===== src/rtl/fetch_stage_ctrl.sv =====
// fetch_stage_ctrl: instruction-fetch stage controller.
// Generates the fetch PC, drives the inst SRAM-like req/addr_ok/data_ok handshake, and buffers
// in-order responses in a small pc/inst queue. After a redirect, responses to requests that were
// issued before it are counted and dropped. The head entry goes to ID through valid/allow_in.
// Ports:
//   aclk, reset                      clock, synchronous active-high reset
//   inst_req/inst_addr (out)         fetch request and its word address, held until addr_ok
//   inst_addr_ok/inst_data_ok (in)   request accepted / one in-order response returned
//   inst_rdata (in)                  response instruction word
//   redirect_valid/redirect_pc (in)  flush from MEM/WB (highest priority)
//   br_taken/br_target (in)          taken branch resolved in ID
//   id_allow_in (in)                 ID accepts the head entry
//   if_valid_out/if_pc/if_inst/if_adef (out)  head entry handed to ID

module fetch_stage_ctrl #(
    parameter logic [31:0] RESET_PC  = 32'h1c00_0000,
    parameter int          BUF_DEPTH = 2
) (
    input  logic        aclk,
    input  logic        reset,
    output logic        inst_req,
    output logic [31:0] inst_addr,
    input  logic        inst_addr_ok,
    input  logic        inst_data_ok,
    input  logic [31:0] inst_rdata,
    input  logic        redirect_valid,
    input  logic [31:0] redirect_pc,
    input  logic        br_taken,
    input  logic [31:0] br_target,
    input  logic        id_allow_in,
    output logic        if_valid_out,
    output logic [31:0] if_pc,
    output logic [31:0] if_inst,
    output logic        if_adef
);
    localparam int CW = $clog2(BUF_DEPTH) + 1;
    localparam int PW = $clog2(BUF_DEPTH);
    localparam int EW = CW + 1;
    localparam logic [CW-1:0]        DEPTH_C = CW'(BUF_DEPTH);
    localparam logic [BUF_DEPTH-1:0] ONE_C   = BUF_DEPTH'(1);

    typedef enum logic [1:0] {
        ST_RUN  = 2'd0,
        ST_HOLD = 2'd1,
        ST_ADEF = 2'd2
    } state_e;

    state_e         state_q, state_d;
    logic [31:0]    fetch_pc_q, fetch_pc_d;
    logic           req_q, req_d;
    logic [31:0]    req_addr_q, req_addr_d;
    logic           req_stale_q, req_stale_d;
    logic [CW-1:0]  inflight_q, inflight_d;
    logic [CW-1:0]  discard_q, discard_d;
    logic [CW-1:0]  count_q, count_d;
    logic [PW-1:0]  head_q, head_d, tail_q, tail_d, fill_q, fill_d;
    logic [BUF_DEPTH-1:0] filled_q, filled_d;
    logic [31:0]    pc_buf_q   [BUF_DEPTH];
    logic [31:0]    inst_buf_q [BUF_DEPTH];

    logic           accept_s, redir_s, drop_s, fill_s, pop_s, push_s, stale_acc_s;
    logic           req_hold_s, head_filled_s, adef_ready_s, adef_s;
    logic [31:0]    target_s;
    logic [EW-1:0]  discard_w_s, inflight_w_s, count_w_s;
    logic [BUF_DEPTH-1:0] fill_mask_s, pop_mask_s;

    // Handshake events and redirect selection for this cycle.
    always_comb begin
        accept_s      = req_q & inst_addr_ok;
        redir_s       = redirect_valid | br_taken;
        target_s      = redirect_valid ? redirect_pc : br_target;
        drop_s        = inst_data_ok & (discard_q != {CW{1'b0}});
        fill_s        = inst_data_ok & (discard_q == {CW{1'b0}}) & (inflight_q != {CW{1'b0}});
        head_filled_s = filled_q[head_q];
        pop_s         = head_filled_s & id_allow_in;
        // A request held across a redirect carries the old address: it is counted as stale.
        push_s        = accept_s & ~req_stale_q & ~redir_s;
        stale_acc_s   = accept_s & (req_stale_q | redir_s);
        req_hold_s    = req_q & ~inst_addr_ok;
        fill_mask_s   = fill_s ? (ONE_C << fill_q) : {BUF_DEPTH{1'b0}};
        pop_mask_s    = pop_s ? (ONE_C << head_q) : {BUF_DEPTH{1'b0}};
    end

    // Counter, pointer and fetch-PC next state; counters computed one bit wider for range checks.
    always_comb begin
        discard_w_s  = EW'(discard_q);
        inflight_w_s = EW'(inflight_q);
        count_w_s    = EW'(count_q);
        fetch_pc_d   = fetch_pc_q;
        head_d       = head_q;
        tail_d       = tail_q;
        fill_d       = fill_q;
        filled_d     = filled_q;
        if (redir_s) begin
            // A same-cycle response is settled against the old counts, then everything
            // still outstanding (including this cycle's accept) becomes discard.
            discard_w_s  = EW'(discard_q) - EW'(drop_s) + EW'(inflight_q) - EW'(fill_s)
                           + EW'(accept_s);
            inflight_w_s = {EW{1'b0}};
            count_w_s    = {EW{1'b0}};
            fetch_pc_d   = target_s;
            head_d       = {PW{1'b0}};
            tail_d       = {PW{1'b0}};
            fill_d       = {PW{1'b0}};
            filled_d     = {BUF_DEPTH{1'b0}};
        end else begin
            discard_w_s  = EW'(discard_q) - EW'(drop_s) + EW'(stale_acc_s);
            inflight_w_s = EW'(inflight_q) + EW'(push_s) - EW'(fill_s);
            count_w_s    = EW'(count_q) + EW'(push_s) - EW'(pop_s);
            fetch_pc_d   = push_s ? (fetch_pc_q + 32'd4) : fetch_pc_q;
            head_d       = head_q + PW'(pop_s);
            tail_d       = tail_q + PW'(push_s);
            fill_d       = fill_q + PW'(fill_s);
            filled_d     = (filled_q | fill_mask_s) & ~pop_mask_s;
        end
        discard_d  = discard_w_s[CW-1:0];
        inflight_d = inflight_w_s[CW-1:0];
        count_d    = count_w_s[CW-1:0];
    end

    // Request generation: hold an unaccepted request, otherwise issue from the next fetch PC.
    always_comb begin
        if (req_hold_s) begin
            req_d       = 1'b1;
            req_addr_d  = req_addr_q;
            req_stale_d = req_stale_q | redir_s;
        end else begin
            req_d       = (fetch_pc_d[1:0] == 2'b00) & (count_d < DEPTH_C);
            req_addr_d  = fetch_pc_d;
            req_stale_d = 1'b0;
        end
    end

    // FSM next state: RUN issues, HOLD waits for addr_ok, ADEF presents the misaligned PC.
    always_comb begin
        adef_ready_s = (fetch_pc_d[1:0] != 2'b00) & (count_d == {CW{1'b0}}) & ~req_hold_s;
        state_d      = state_q;
        case (state_q)
            ST_RUN, ST_HOLD: begin
                if (req_hold_s) begin
                    state_d = ST_HOLD;
                end else if (adef_ready_s) begin
                    state_d = ST_ADEF;
                end else begin
                    state_d = ST_RUN;
                end
            end
            ST_ADEF: begin
                if (redir_s && (target_s[1:0] == 2'b00)) begin
                    state_d = ST_RUN;
                end else begin
                    state_d = ST_ADEF;
                end
            end
            default: state_d = ST_RUN;
        endcase
    end

    // State, counter and queue registers.
    always_ff @(posedge aclk) begin
        if (reset) begin
            state_q     <= ST_RUN;
            fetch_pc_q  <= RESET_PC;
            req_q       <= 1'b0;
            req_addr_q  <= RESET_PC;
            req_stale_q <= 1'b0;
            inflight_q  <= {CW{1'b0}};
            discard_q   <= {CW{1'b0}};
            count_q     <= {CW{1'b0}};
            head_q      <= {PW{1'b0}};
            tail_q      <= {PW{1'b0}};
            fill_q      <= {PW{1'b0}};
            filled_q    <= {BUF_DEPTH{1'b0}};
            for (int i = 0; i < BUF_DEPTH; i++) begin
                pc_buf_q[i]   <= 32'h0;
                inst_buf_q[i] <= 32'h0;
            end
        end else begin
            state_q     <= state_d;
            fetch_pc_q  <= fetch_pc_d;
            req_q       <= req_d;
            req_addr_q  <= req_addr_d;
            req_stale_q <= req_stale_d;
            inflight_q  <= inflight_d;
            discard_q   <= discard_d;
            count_q     <= count_d;
            head_q      <= head_d;
            tail_q      <= tail_d;
            fill_q      <= fill_d;
            filled_q    <= filled_d;
            if (push_s) begin
                pc_buf_q[tail_q] <= req_addr_q;
            end
            if (fill_s) begin
                inst_buf_q[fill_q] <= inst_rdata;
            end
        end
    end

    // Outputs come straight from registers; ADEF overrides the (empty) queue head.
    always_comb begin
        adef_s       = (state_q == ST_ADEF);
        inst_req     = req_q;
        inst_addr    = req_addr_q;
        if_valid_out = adef_s | head_filled_s;
        if_adef      = adef_s;
        if_pc        = adef_s ? fetch_pc_q : pc_buf_q[head_q];
        if_inst      = adef_s ? 32'h0 : inst_buf_q[head_q];
    end

    fetch_stage_ctrl_chk #(.CW(CW), .BUF_DEPTH(BUF_DEPTH)) u_chk (
        .clk          (aclk),
        .reset        (reset),
        .data_ok      (inst_data_ok),
        .inflight     (inflight_q),
        .discard      (discard_q),
        .inflight_nxt (inflight_w_s),
        .discard_nxt  (discard_w_s),
        .count_nxt    (count_w_s)
    );
endmodule

// fetch_stage_ctrl_chk: protocol and counter-range checks for fetch_stage_ctrl.
// Ports: clk/reset, data_ok, current counters, and the one-bit-wider next counter values.
module fetch_stage_ctrl_chk #(
    parameter int CW        = 2,
    parameter int BUF_DEPTH = 2
) (
    input logic          clk,
    input logic          reset,
    input logic          data_ok,
    input logic [CW-1:0] inflight,
    input logic [CW-1:0] discard,
    input logic [CW:0]   inflight_nxt,
    input logic [CW:0]   discard_nxt,
    input logic [CW:0]   count_nxt
);
    // Flag unexpected responses and counter over/underflow on every active edge.
    always @(posedge clk) begin
        if (!reset) begin
            assert (!(data_ok && (inflight == {CW{1'b0}}) && (discard == {CW{1'b0}})))
                else $error("fetch_stage_ctrl: data_ok with nothing outstanding");
            assert (inflight_nxt[CW] == 1'b0)
                else $error("fetch_stage_ctrl: inflight out of range");
            assert (discard_nxt[CW] == 1'b0)
                else $error("fetch_stage_ctrl: discard out of range");
            assert (count_nxt <= (CW+1)'(BUF_DEPTH))
                else $error("fetch_stage_ctrl: queue occupancy out of range");
        end
    end
endmodule


===== config.mk =====
export PLATFORM = sky130hd
export DESIGN_NAME = fetch_stage_ctrl
export DESIGN_NICKNAME = d
export VERILOG_FILES = /design/src/rtl/fetch_stage_ctrl.sv
export SDC_FILE = /design/constraint.sdc
export NUM_CORES = 1
export LEC_CHECK = 0
export BUFFER_PORTS_ARGS = -buffer_cell sky130_fd_sc_hd__buf_2
export CORE_MARGIN = 2
export CORE_UTILIZATION = 30
export CTS_BUF_LIST = sky130_fd_sc_hd__clkbuf_16
export DETAILED_ROUTE_END_ITERATION = 6
export PLACE_DENSITY_LB_ADDON = 0.15
export SYNTH_ARGS = -nofsm -noshare
export SYNTH_HDL_FRONTEND = slang
export SYNTH_SLANG_ARGS = --single-unit
export TNS_END_PERCENT = 20

===== constraint.sdc =====
create_clock -name aclk -period 13.09 [get_ports aclk]
set_clock_uncertainty 0.15 [all_clocks]
set_input_delay 1.9635 -clock aclk [delete_from_list [all_inputs] [get_ports aclk]]
set_output_delay 1.9635 -clock aclk [all_outputs]
set_load 0.02 [all_outputs]

==> results_dict.tcl, run 1 <==
set metrics [dict create \
    pwr-share-seq_pct 47.8 \
    overflow 0 \
    power.density_nw_per_um2 131 \
    fmax_ghz 0.209 \
    chipHeight_um 185 \
    required_ns 10.98 \
    port_buffers 201 \
    grt_pass1_vias 7054 \
    post-place-cells 1518 \
    initial_core_util_pct 30.3 \
    netlist_area_um2 9800 \
    cp_max_fo 36 \
    timing.final.crit_share_pct 36.5 \
    rsz0062_at_grt "false" \
    drt_first_iter_violations 359 \
    cts_root_buf "clkbuf_16" \
    final_cells 1562 \
    min_path_type "reg -> reg" \
    final_nets 1218 \
    startpoint_type "register" \
    ys_warn_count 0 \
    clock_path_buffers 3 \
    synth_fp_nets 1040 \
    p_comb_share_pct 12.8 \
    via_count 7458 \
    p_sw_share_pct 27.1 \
    cts_inserted_buffers 24 \
    yosys-top-cells-area "edfxtp_1 (39%), dfxtp_1 (16%), and2_1 (8.4%), mux2i_1 (6.9%), nor2_1 (3.1%)" \
    cp_data_arrival_time_ns 2.67 \
    dp_hpwl_um 19100 \
    io_pins 202 \
    postCtsSetupBuffers 0 \
    cts_tree "yes" \
    slowest_delay_ns 0.72 \
    postSynth.asyncResetShare_pct 0 \
    period_needed_ns 4.78 \
    die-width_um 185 \
    p_switching_mw 0.426 \
    p_leak_nw 4.82 \
    slew_viol_final 0 \
    synth_top_area_cell "edfxtp_1" \
    path_class "reg -> out" \
    firstDrtPassIters 5 \
    ys_ff_latch 207 \
    core_um2 32400 \
    crit_chain "buf_4 -> mux2i_1 -> o21ai_0 -> buf_2" \
    worst_pin_slew_ns 1.07 \
    insertion_delay_ns 0.52 \
    cap_violations 0 \
    final_hold_viol_count 0 \
    htreeDepth 1 \
    ys_types 59 \
    grt_use_total_pct 16.6 \
    slew_headroom_pct 28.4 \
    cts_hold_buf 0 \
    hold_ws_ns 0.329 \
    postLayoutCoreUtil_pct 37.1 \
    drive_gt1_share_pct 24.0 \
    synth_top_cell_area_share_pct 39.2 \
    drc_errors 0 \
    ctsResizeCount 0 \
    setup_tns_ns 0 \
    clock-sinks 207 \
    ir_worst_vdd_mv 0.0727 \
    wl_per_cell_um 18.3 \
    postSynthAreaPerCell_um2 10.6 \
    ys_top_cells_by_count "and2_1 (131), edfxtp_1 (128), nor2_1 (81)" \
    ant_nets 0 \
    antenna_found_initial 0 \
    yosys_most_used_dff "edfxtp_1" \
    grt_max_degree 100 \
    diodes 0 \
    avgViaCountPerCell 4.77 \
    cell_internal_pwr_mw 1.15 \
    cpMaxStageDelayCell "dfxtp_4" \
    areaGrowthSynthToFinish_pct 22.6 \
    grt_pass1_wl_um 43000 \
    setup_viol 0 \
    synth-edff-count 128 \
    clk_pin_slew_ns 0.06 \
    die_area_um2 34100 \
    fill_cells 3301 \
    yosysSeqAreaShare_pct 55.4 \
    clockPowerShare_pct 39.3 \
    cp-end-kind "output port" \
    synthCells 924 \
    p_total_mw 1.57 \
    yosysMostFrequentCell "and2_1" \
    status "completed" \
    routed_wl_um 28600 \
    placementRows 66 \
    routabilityCongestion 0.762 \
]
worst max-delay path: cells and delay by family, from the launching register on:
kind	cells	cell delay, ns
AO/OA/AOI/OAI	1	0.34
multiplexers	1	0.15
flip-flops	1	0.72
buffers and inverters	2	0.93
cell usage in the layout (no fill, tap or decap), drive strengths merged, types with 20 or more instances in the layout:
master,n
nand2,66
a21oi,32
dfxtp,79
buf,216
and2,131
nor2,82
mux2i,68
edfxtp,128
nor3,20
inv,25
o22ai,21
o21ai,54
clkbuf,26
metal layers:
layer	up-vias	part of all wire (%)	GRT usage [%]
met5	-	0	0
met4	0	2.5	4.57
met3	43	3.6	2.13
met2	153	46	26.3
met1	3595	47	23.6
li1	3667	-	-
area by class of cell:
cell class / instances / area [um2] / share of cell area, %
flip-flops and latches: 207 / 5430 / 45.2
multi-input cells: 638 / 4130 / 34.4
repair buffers: 216 / 1120 / 9.31
clock buffers: 26 / 651 / 5.42
well taps: 442 / 553 / 4.60
clock inverters: 18 / 72.6 / 0.604
inverters: 15 / 56.3 / 0.469
flip-flops by register name, indices dropped and copies added (netlist names):
signal / cells
filled_q: 2
req_stale_q: 1
fetch_pc_q: 32
state_q: 2
pc_buf_q: 64
discard_q: 2
inst_buf_q: 64
head_q: 1
count_q: 2
inst_req: 1
inflight_q: 2
tail_q: 1
fill_q: 1
inst_addr: 32
worst paths after layout:
check / start / endpoint / slack, ns / depth (start not counted)
worst max-delay path: head_q / if_pc[28] / 8.31 / 4
worst min-delay path: state_q[1] / state_q[0] / 0.33 / 1
worst max register to register: inflight_q[1] / discard_q[1] / 10.18 / 10
worst min register to register: state_q[1] / state_q[0] / 0.33 / 1
metrics by stage:
stage               area [um2]  setup WS [ns]
floorplan                 9800           7.31
global placement         11300           8.34
detailed placement       11300           8.20
CTS                      12000           8.18
global route             12000           8.13
finish                   12000           8.31
power by group through the flow:
| stage | clock network (mW) | logic (mW) | registers (mW) |
|---|---|---|---|
| 6_report | 0.619 | 0.202 | 0.752 |
| 5_1_grt | 0.660 | 0.225 | 0.757 |
| 4_1_cts | 0.634 | 0.206 | 0.752 |
| 3_5_place_dp | 0 | 0.205 | 0.766 |
| 3_3_place_gp | 0 | 0.204 | 0.766 |
| 2_1_floorplan | 0 | 0.114 | 0.768 |
cell families after synthesis:
kind of cell | after synthesis | share of synthesized area (%)
AO/OA/AOI/OAI | 170 | 11.0
XOR/XNOR | 25 | 2.23
adder cells (fa/ha/maj) | 13 | 1.74
AND/OR/NAND/NOR | 361 | 19.5
multiplexers | 69 | 7.06
buffers and inverters | 79 | 3.06
flip-flops | 207 | 55.4
Power figures use the tool's default switching activity.
==> inputs of run 2 (changes only) <==
--- a/config.mk
+++ b/config.mk
@@ -5,6 +5,7 @@
 export SDC_FILE = /design/constraint.sdc
 export NUM_CORES = 1
 export LEC_CHECK = 0
+export ABC_AREA = 1
 export BUFFER_PORTS_ARGS = -buffer_cell sky130_fd_sc_hd__buf_2
 export CORE_MARGIN = 2
 export CORE_UTILIZATION = 30
==> constraint.sdc (replaced) <==
create_clock -name aclk -period 4.8 [get_ports aclk]
set_clock_uncertainty 0.15 [all_clocks]
set_input_delay 0.72 -clock aclk [delete_from_list [all_inputs] [get_ports aclk]]
set_output_delay 0.72 -clock aclk [all_outputs]
set_load 0.02 [all_outputs]
==> run 2 against run 1 <==
Compared with the run above: routed wire length grew 13%; synthesized area grew 2.5%; final cell count grew 19%; flip-flop and latch count is the same; critical endpoint is now if_pc[5]; highest routed layer unchanged.
==> results_dict.tcl, run 2 <==
set metrics [dict create \
    status "completed" \
    yosysSeqAreaShare_pct 54.0 \
    reg2reg_depth 10 \
    die-width_um 187 \
    ys_ff_latch 207 \
    ir_worst_vdd_mv 0.276 \
    p_sw_share_pct 28.3 \
    wl_per_cell_um 17.4 \
    ant_nets 0 \
    pre_cts_slack_ns 1.34 \
    regArea_um2 5430 \
    fmax_ghz 0.302 \
    netlist_area_um2 10000 \
    routed_wl_um 32300 \
    post-place-cells 1815 \
    via_count 8637 \
    fin_ws_ns 1.49 \
    ys_types 46 \
    fill_cells 3572 \
    cp-end-kind "output port" \
    yosys-top-cells-area "edfxtp_1 (38%), dfxtp_1 (16%), nand2_1 (8.9%), nor2_1 (8.6%), inv_1 (5.8%)" \
    p_leak_nw 5.78 \
    drt_first_iter_violations 451 \
    whs_path_depth 1 \
    grt_pass1_vias 8335 \
    postSynthAreaPerCell_um2 8.30 \
    min_path_type "reg -> reg" \
    dp_hpwl_um 22900 \
    pwr-share-seq_pct 45.3 \
    drive_gt1_share_pct 20.6 \
    clockPowerShare_pct 39.6 \
    clock-sinks 207 \
    worst_pin_slew_ns 1.01 \
    synth_top_area_cell "edfxtp_1" \
    p_switching_mw 1.28 \
    htreeDepth 1 \
    ctsResizeCount 0 \
    initial_core_util_pct 30.2 \
    grt_use_total_pct 18.1 \
    avgViaCountPerCell 4.64 \
    placementRows 67 \
    clock_path_buffers 3 \
    grt_pass1_wl_um 49100 \
    startpoint_type "register" \
    areaGrowthSynthToFinish_pct 22.1 \
    postCtsSetupBuffers 0 \
    cts_tree "yes" \
    postSynth.asyncResetShare_pct 0 \
    required_ns 3.93 \
    cp_max_fo 45 \
    postLayoutCoreUtil_pct 36.9 \
    final_hold_viol_count 0 \
    drc_errors 0 \
    die_area_um2 35000 \
    final_cells 1860 \
    ys_top_cells_by_count "nand2_1 (238), nor2_1 (229), inv_1 (155)" \
    mostFrequentLayoutCell "nand2_1" \
    synth_fp_nets 1326 \
    insertion_delay_ns 0.52 \
    period_needed_ns 3.31 \
    cpMaxStageDelayCell "inv_2" \
    io_pins 202 \
    synthCells 1210 \
    path_class "reg -> out" \
    multiInputGateArea_um2 3760 \
    antenna_found_initial 0 \
    grt_max_degree 67 \
    reg_top3 "inst_buf_q: 64 flops, pc_buf_q: 64 flops" \
    cell_internal_pwr_mw 3.24 \
    timing.final.crit_share_pct 69.0 \
    overflow 0 \
    power.density_nw_per_um2 368 \
    slew_headroom_pct 32.8 \
    cts_inserted_buffers 24 \
    chipHeight_um 187 \
    cap_violations 0 \
    firstDrtPassIters 7 \
    setup_tns_ns 0 \
    yosys_most_used_dff "edfxtp_1" \
    slowest_delay_ns 0.70 \
    synth-edff-count 128 \
    cp_data_arrival_time_ns 2.44 \
    core_um2 33300 \
    routabilityCongestion 0.877 \
    slew_viol_final 0 \
    clk_pin_slew_ns 0.06 \
    ys_warn_count 0 \
    final_cell_mix "nand2_1 (238), nor2_1 (228), buf_2 (201)" \
    final_nets 1509 \
    yosysMostFrequentCell "nand2_1" \
    synth_top_cell_area_share_pct 38.3 \
    cts_root_buf "clkbuf_16" \
    cts_hold_buf 0 \
    setup_viol 0 \
    rsz0062_at_grt "false" \
    crit_chain "inv_2 -> buf_4 -> nand2_1 -> a22oi_1 -> buf_2" \
    port_buffers 201 \
    p_comb_share_pct 15.1 \
]
-- run 2: power by group through the flow --
stage                     Clock (mW)  Sequential [mW]  Combinational (mW)
after floorplan                    0             2.10               0.384
after global placement             0             2.09               0.694
after detailed placement           0             2.09               0.693
after CTS                       1.83             2.05               0.696
after global routing            1.90             2.06               0.754
final                           1.79             2.05               0.683
-- run 2: logic make-up (layout without fill, tap and decap cells) --
family	after synthesis	in the layout	share of synthesized area (%)
compound gates	190	190	10.7
buf+inv	219	419	8.63
fa+ha+maj	13	13	1.69
mux	1	1	0.0997
flops	207	207	54.0
xor+xnor	7	7	0.610
other cells	0	2	0
simple gates	573	573	24.3
-- run 2: cell type report --
type                       count  area share (%)
clock inverter                18            1.16
timing repair buffer         218            9.34
multi-input combinational    784            30.7
sequential                   207            44.2
clock buffer                  25            5.10
antenna                        2          0.0408
inverter                     158            4.88
tap                          448            4.57
-- run 2: metrics by stage --
stage	area (um2)	power [mW]	hold WS, ns
2_1_floorplan	10000	2.48	0.243
3_3_place_gp	11500	2.78	0.253
3_5_place_dp	11500	2.78	0.274
4_1_cts	12300	4.58	0.282
5_1_grt	12300	4.71	0.314
6_report	12300	4.52	0.289
-- run 2: path summary, 6_finish.rpt --
kind | startpoint | endpoint | slack [ns]
hold reg to reg | state_q[1] | state_q[0] | 0.29
setup reg to reg | head_q | state_q[1] | 1.95
setup / recovery | head_q | if_pc[5] | 1.49
hold / removal | state_q[1] | state_q[0] | 0.29
-- run 2: routing by layer --
layer  wire, um  vias up  GRT usage [%]
li1           -     4291              -
met1      14300     4031           23.6
met2      15600      258           31.6
met3       1440       57           2.21
met4        939        0           5.13
met5          0        -              0
-- run 2: critical path: cells and delay by family, from the launching register on --
kind                   cells  cell delay, ns
flip-flops                 1            0.32
AND/OR/NAND/NOR            1            0.08
buffers and inverters      3            1.32
AO/OA/AOI/OAI              1            0.18
